$ cat config.mk
export PLATFORM = sky130hd
export DESIGN_NAME = uart_rx_8n1
export DESIGN_NICKNAME = d
export VERILOG_FILES = /design/src/rtl/uart_rx_8n1.sv
export SDC_FILE = /design/constraint.sdc
export NUM_CORES = 1
export LEC_CHECK = 0
export CORE_MARGIN = 2
export CORE_UTILIZATION = 40
export DETAILED_ROUTE_END_ITERATION = 10
export SLEW_MARGIN = 30
export SYNTH_ARGS = -nofsm -noshare
export SYNTH_HDL_FRONTEND = slang
export SYNTH_SLANG_ARGS = --single-unit
$ cat constraint.sdc
create_clock -name clk -period 5.1 [get_ports clk]
set_clock_uncertainty 0.05 [all_clocks]
set_input_delay 1.53 -clock clk [delete_from_list [all_inputs] [get_ports clk]]
set_output_delay 1.53 -clock clk [all_outputs]
set_load 0.01 [all_outputs]
$ cat src/rtl/uart_rx_8n1.sv
`default_nettype none
// ============================================================================
// uart_rx_8n1 : 16x-oversampled UART receiver, one-entry ready/valid output.
// Optional even parity when UART_RX_PARITY_EN is defined.    Rev 1.0
// ============================================================================
module uart_rx_8n1 #(
  parameter int CLK_FREQ_HZ = 32_250_000,
  parameter int BAUD        = 115_200,
  parameter int OS_DIV      = (CLK_FREQ_HZ + BAUD * 8) / (BAUD * 16)
) (
  input  logic       clk,
  input  logic       rst_n,
  input  logic       rx_i,
  output logic [7:0] data_o,
  output logic       valid_o,
  input  logic       ready_i,
  output logic       frame_err_o,
  output logic       overrun_o
`ifdef UART_RX_PARITY_EN
  ,
  output logic       parity_err_o
`endif
);

  localparam int OS_W = (OS_DIV > 1) ? $clog2(OS_DIV) : 1;
  localparam logic [OS_W-1:0] OS_LAST = OS_W'(OS_DIV - 1);

  localparam logic [2:0] S_IDLE   = 3'd0;
  localparam logic [2:0] S_START  = 3'd1;
  localparam logic [2:0] S_DATA   = 3'd2;
  localparam logic [2:0] S_STOP   = 3'd4;
  localparam logic [2:0] S_BREAK  = 3'd5;
`ifdef UART_RX_PARITY_EN
  localparam logic [2:0] S_PARITY = 3'd3;
`endif

  logic            rx_meta;
  logic            rx_s;
  logic [2:0]      state;
  logic [OS_W-1:0] os_cnt;
  logic [3:0]      sub_cnt;
  logic [2:0]      bit_idx;
  logic [7:0]      shift;
  logic            deliver;
  logic            tick;
  logic            mid_tick;
  logic            last_tick;
  logic            byte_ok;

  assign tick      = (os_cnt == OS_LAST);
  assign mid_tick  = tick && (sub_cnt == 4'd7);
  assign last_tick = tick && (sub_cnt == 4'd15);

  always_ff @(posedge clk or negedge rst_n) begin
    if (!rst_n) begin
      rx_meta <= 1'b1;
      rx_s    <= 1'b1;
    end else begin
      rx_meta <= rx_i;
      rx_s    <= rx_meta;
    end
  end

`ifdef UART_RX_PARITY_EN
  logic parity_bit;
  assign byte_ok = ~^{shift, parity_bit};
`else
  assign byte_ok = 1'b1;
`endif

  always_ff @(posedge clk or negedge rst_n) begin
    if (!rst_n) begin
      state        <= S_IDLE;
      os_cnt       <= '0;
      sub_cnt      <= 4'd0;
      bit_idx      <= 3'd0;
      shift        <= 8'd0;
      deliver      <= 1'b0;
      frame_err_o  <= 1'b0;
`ifdef UART_RX_PARITY_EN
      parity_bit   <= 1'b0;
      parity_err_o <= 1'b0;
`endif
    end else begin
      deliver      <= 1'b0;
      frame_err_o  <= 1'b0;
`ifdef UART_RX_PARITY_EN
      parity_err_o <= 1'b0;
`endif
      // Tick counter idles at zero so the first tick is phase-aligned to the edge
      if (state == S_IDLE || tick) os_cnt <= '0;
      else                         os_cnt <= os_cnt + 1'b1;
      if (state != S_IDLE && tick) sub_cnt <= sub_cnt + 4'd1;

      case (state)
        S_IDLE: begin
          if (!rx_s) begin
            state   <= S_START;
            sub_cnt <= 4'd0;
          end
        end
        S_START: begin
          if (mid_tick) begin
            if (rx_s) begin
              state <= S_IDLE;
            end else begin
              sub_cnt <= 4'd0;
              bit_idx <= 3'd0;
              state   <= S_DATA;
            end
          end
        end
        S_DATA: begin
          if (last_tick) begin
            shift[bit_idx] <= rx_s;
            bit_idx        <= bit_idx + 3'd1;
            if (bit_idx == 3'd7) begin
`ifdef UART_RX_PARITY_EN
              state <= S_PARITY;
`else
              state <= S_STOP;
`endif
            end
          end
        end
`ifdef UART_RX_PARITY_EN
        S_PARITY: begin
          if (last_tick) begin
            parity_bit <= rx_s;
            state      <= S_STOP;
          end
        end
`endif
        S_STOP: begin
          // Leaving at mid-stop lets an early next start edge be caught
          if (last_tick) begin
            if (rx_s) begin
              deliver      <= byte_ok;
`ifdef UART_RX_PARITY_EN
              parity_err_o <= ~byte_ok;
`endif
              state        <= S_IDLE;
            end else begin
              frame_err_o <= 1'b1;
              state       <= S_BREAK;
            end
          end
        end
        S_BREAK: begin
          if (rx_s) state <= S_IDLE;
        end
        default: state <= S_IDLE;
      endcase
    end
  end

  always_ff @(posedge clk or negedge rst_n) begin
    if (!rst_n) begin
      data_o    <= 8'd0;
      valid_o   <= 1'b0;
      overrun_o <= 1'b0;
    end else begin
      overrun_o <= 1'b0;
      if (deliver) begin
        // A byte drained in the same cycle frees the slot for the new one
        if (!valid_o || ready_i) begin
          data_o  <= shift;
          valid_o <= 1'b1;
        end else begin
          overrun_o <= 1'b1;
        end
      end else if (valid_o && ready_i) begin
        valid_o <= 1'b0;
      end
    end
  end

endmodule
`default_nettype wire

After elaboration in Yosys (flattened, before gate mapping)
Index checks and enable logic that the tools add are counted.
- add/subtract/negate cells: 3
- equal/unequal tests: 16
- muxes and demuxes: 32
- $lt $le $gt $ge: 2
- reduce and logical (&&, ||, !) cells: 17
- operators by type and width (kind ; count):
    3-bit two-way mux ; 10
    3-bit case mux with 5 select lines ; 1
    2-bit != test, second input constant ; 7
    1-bit two-way mux ; 12
    4-bit two-way mux ; 3
    3-bit == test, second input constant ; 3
    8-bit bitwise mux ; 1
    4-bit case mux with 2 select lines ; 1
    3-bit case mux with 2 select lines ; 1
    2-bit AND reduction ; 3
    6-bit AND reduction ; 1
    5-bit by 1-bit adder with 5-bit output, second input constant ; 1
    5-bit == test, second input constant ; 1
    1-bit logical AND ; 5
    5-bit two-way mux ; 1
    4-bit by 1-bit adder with 4-bit output, second input constant ; 1
    4-bit by 3-bit == test with 1-bit output, second input constant ; 1
    4-bit == test, second input constant ; 1
    3-bit by 4-bit less-than comparator with 1-bit output, second input constant ; 1
    4-bit AND reduction ; 1
    2-bit nonzero test ; 2
    3-bit by 1-bit adder with 3-bit output, second input constant ; 1
    1-bit demux with 3-bit select ; 1
    3-bit by 1-bit == test with 1-bit output, second input constant ; 1
    8 further kinds ; 9
- output and inout port bits: 11
- word-level logic and storage cells: 82
- register bits: 37
- input bits: 4

Longest topological paths before layout
- depth after elaboration: 6
- depth in mapped cells: 8
- depth with buffers taken out: 6

Least setup slack after synthesis
OpenSTA, ideal clock, no wires.
- path type: in2reg
- start: input ready_i
- end: register data_o[0]
- arrival: 2249 ps
- path slack: 2676 ps
- stages: 3
- required time: 4925 ps
- setup time: 125 ps
- buffers on the path: 0
- path through: nand2b_1 nand2_1 mux2_2
- longest elaborated chain between the ends: 2
- RTL lines (what ; RTL line ; RTL):
    start, declared ; 16 ; input logic ready_i,
    1-bit logical OR ; 166 ; if (!valid_o || ready_i) begin
    2-bit AND reduction (no source line) ; - ;
    end signal, assigned ; 167 ; data_o <= shift;
    end, declared ; 14 ; output logic [7:0] data_o,
Every way passes these cells.
A chain may end at the register's enable or synchronous reset.

Worst setup path in the final report
- start: register data_o[2]
- end: output data_o[2]
No word-level cell between the ends.

==> metrics.txt <==
outcome=completed; Max-Cap Viols=0; Remaining Overflow, GRT=0; worst-path cell chain=clkdlybuf4s50_1; setup slack after layout=2300 ps; combinational group share of total power=1.5%; ys flop type=dfrtp_1; First-pass DRT Iterations=4; Die ar.=0.00492 mm^2; Buf+Inv Stages, Crit Path=1; Crit-path slowest cell=clkdlybuf4s50_1; Power Total=560 uW; clock buffer depth=2; sequential share of power=52.9%; DR vias/cell=5.31; Layout area overhead=16.5%; VDD IR max=0.163 mV; syn nets=160; FILL cells=399; most common cell after layout, fill and taps aside=dfrtp_1; Hold Crit Class=reg2reg; Final Routed Wirelength=3070 um; Die Ht=70.2 um; top cell family by delay on the critical path=buffers and inverters; CTS tree=done; I/O pin cnt=15; Seq/Total Area, Yosys=53.0%; WS Path Type=reg2out; P_int=443 uW; dpl cells=210; Core ar.=0.00429 mm^2; Post-CTS Setup Inserts=0; PwrDens=274 mW/mm^2; CTS buffer count=5; Clock Power Share=45.6%; DRC Markers=0; TNS Setup=0 ps; routability-driven placement congestion ratio=0.758; period utilization=54.8%; Post-CTS Hold Fix Bufs=0; Psw=117 uW; asr flop ratio synth=100%; Synth Cell Area=0.00175 mm^2; Util after Layout=47.5%; Sw Ratio=20.9%; total track usage=14.6%; WHS Path Cells=0; Non-Filler Instances=218; Die W=70.2 um; Worst Path Max Fanout=2; Row Count=24; post-DP HPWL=2060 um; ant diodes=0; Root Buffer=clkbuf_8; initial antenna violation count=0; commonest non-fill, non-tap cells in the layout=dfrtp_1, mux2_2, nor2_1, clkdlybuf4s50_1, nand2_1; EDFF count, synth=0; initial DRC count=44; Yosys cell types=38; Reg clk slew, reported paths=80 ps; Startpoint Class=flop; CP endpoint kind=output pin; critical path's largest stage delay=550 ps; first-pass GRT wire length=5690 um; CTS HTree Levels=2; # port buffers=14; Post-CTS Resized=0; Leakage Power=0.905 nW; largest net degree at the start of global routing=38; Syn Area/Cell=11.6 um^2; WL/cell=14.1 um; vias in the first global route=1209; Critical Path AT=1220 ps; clock latency on the worst-skew pair=290 ps; Synth Instances=151; RSZ-0062 raised after global routing=no; Final Hold Vio Count=0; Initial Util=40.8%; dpl ws=2150 ps; Worst R2R Path Depth=7; measured slew at the worst slew-check pin=805 ps; layout cell share with drive strength beyond 1=21.1%; CP Data Required Time=3520 ps; DR vias=1158; Seq cells post-synth=37; max-slew headroom at the worst pin=46.4%; Final Critical Period=2800 ps; clk sinks=37; Setup violations, final=0; Ys Warns=0; Layout Nets=174; Max Slew Vio Count=0; WP depth=1; FMAX=358 MHz; Final ANT Viol Nets=0
[cells in the mapped netlist, types with 3 or more instances]
cell type,count,area (um^2)
o211ai_1,4,30.0
nand4_1,4,25.0
ha_1,5,62.6
buf_2,5,25.0
nand2_1,11,41.3
nor3_1,3,15.0
nand3_1,5,25.0
a21oi_1,4,20.0
xnor2_1,4,35.0
dfrtp_1,35,876
inv_1,6,22.5
mux2_2,16,180
nand4b_1,3,26.3
nor2_1,15,56.3
[per-stage QoR]
step	cell area [um^2]	hold WS (ps)
3_3_place_gp	1930	297
5_1_grt	2040	321
6_report	2040	314
4_1_cts	2040	315
3_5_place_dp	1930	305
2_1_floorplan	1750	295
[final cells by class]
| cell class | instances | area [um^2] | share of cell area [%] |
|---|---|---|---|
| Tap cell | 52 | 65.1 | 3.19 |
| Clock buffer | 5 | 68.8 | 3.37 |
| Clock inverter | 3 | 46.3 | 2.27 |
| Inverter | 6 | 22.5 | 1.10 |
| Multi-Input combinational cell | 100 | 767 | 37.6 |
| Timing Repair Buffer | 15 | 143 | 6.99 |
| Sequential cell | 37 | 928 | 45.5 |
[power groups by stage]
stage | Combinational [mW] | Clock (mW) | Sequential, mW
floorplan | 0.00186 | 0 | 0.301
global placement | 0.00872 | 0 | 0.302
detailed placement | 0.00904 | 0 | 0.302
CTS | 0.00904 | 0.263 | 0.296
global route | 0.00981 | 0.276 | 0.297
finish | 0.00831 | 0.255 | 0.296
[state kept, by name, summed over array words and instances (netlist names), 3 cells and up]
signal   flops
bit_idx      3
os_cnt       5
sub_cnt      4
data_o       8
state        3
shift        8
[final timing paths]
kind	from	end	slack, ps
max	data_o[2]	data_o[2]	2300
min	rx_meta	rx_s	310
max reg2reg	os_cnt[0]	shift[2]	3000
min reg2reg	rx_meta	rx_s	310
max in group asynchronous	rst_n	bit_idx[2]	3220
min in group asynchronous	rst_n	bit_idx[0]	1270
[cells by family (layout without fill, tap and decap cells)]
group | Yosys count | after routing | share of synthesized area, %
AOI/OAI and AO/OA | 10 | 10 | 3.93
xor gates and xnor gates | 6 | 6 | 3.00
buffers and inverters | 14 | 29 | 3.57
DFF | 37 | 37 | 53.0
muxes | 17 | 17 | 10.9
adders and majority gates | 5 | 5 | 3.57
and+or+nand+nor | 62 | 62 | 22.1
[routing by layer]
metal	wire length, um	GRT usage [%]	vias up
met1	1490	19.2	574
met5	0	0	-
met3	107	4.76	6
met4	58	5.13	0
met2	1420	22.8	18
li1	-	-	560
Note: power is estimated with default switching activity, not from simulation.
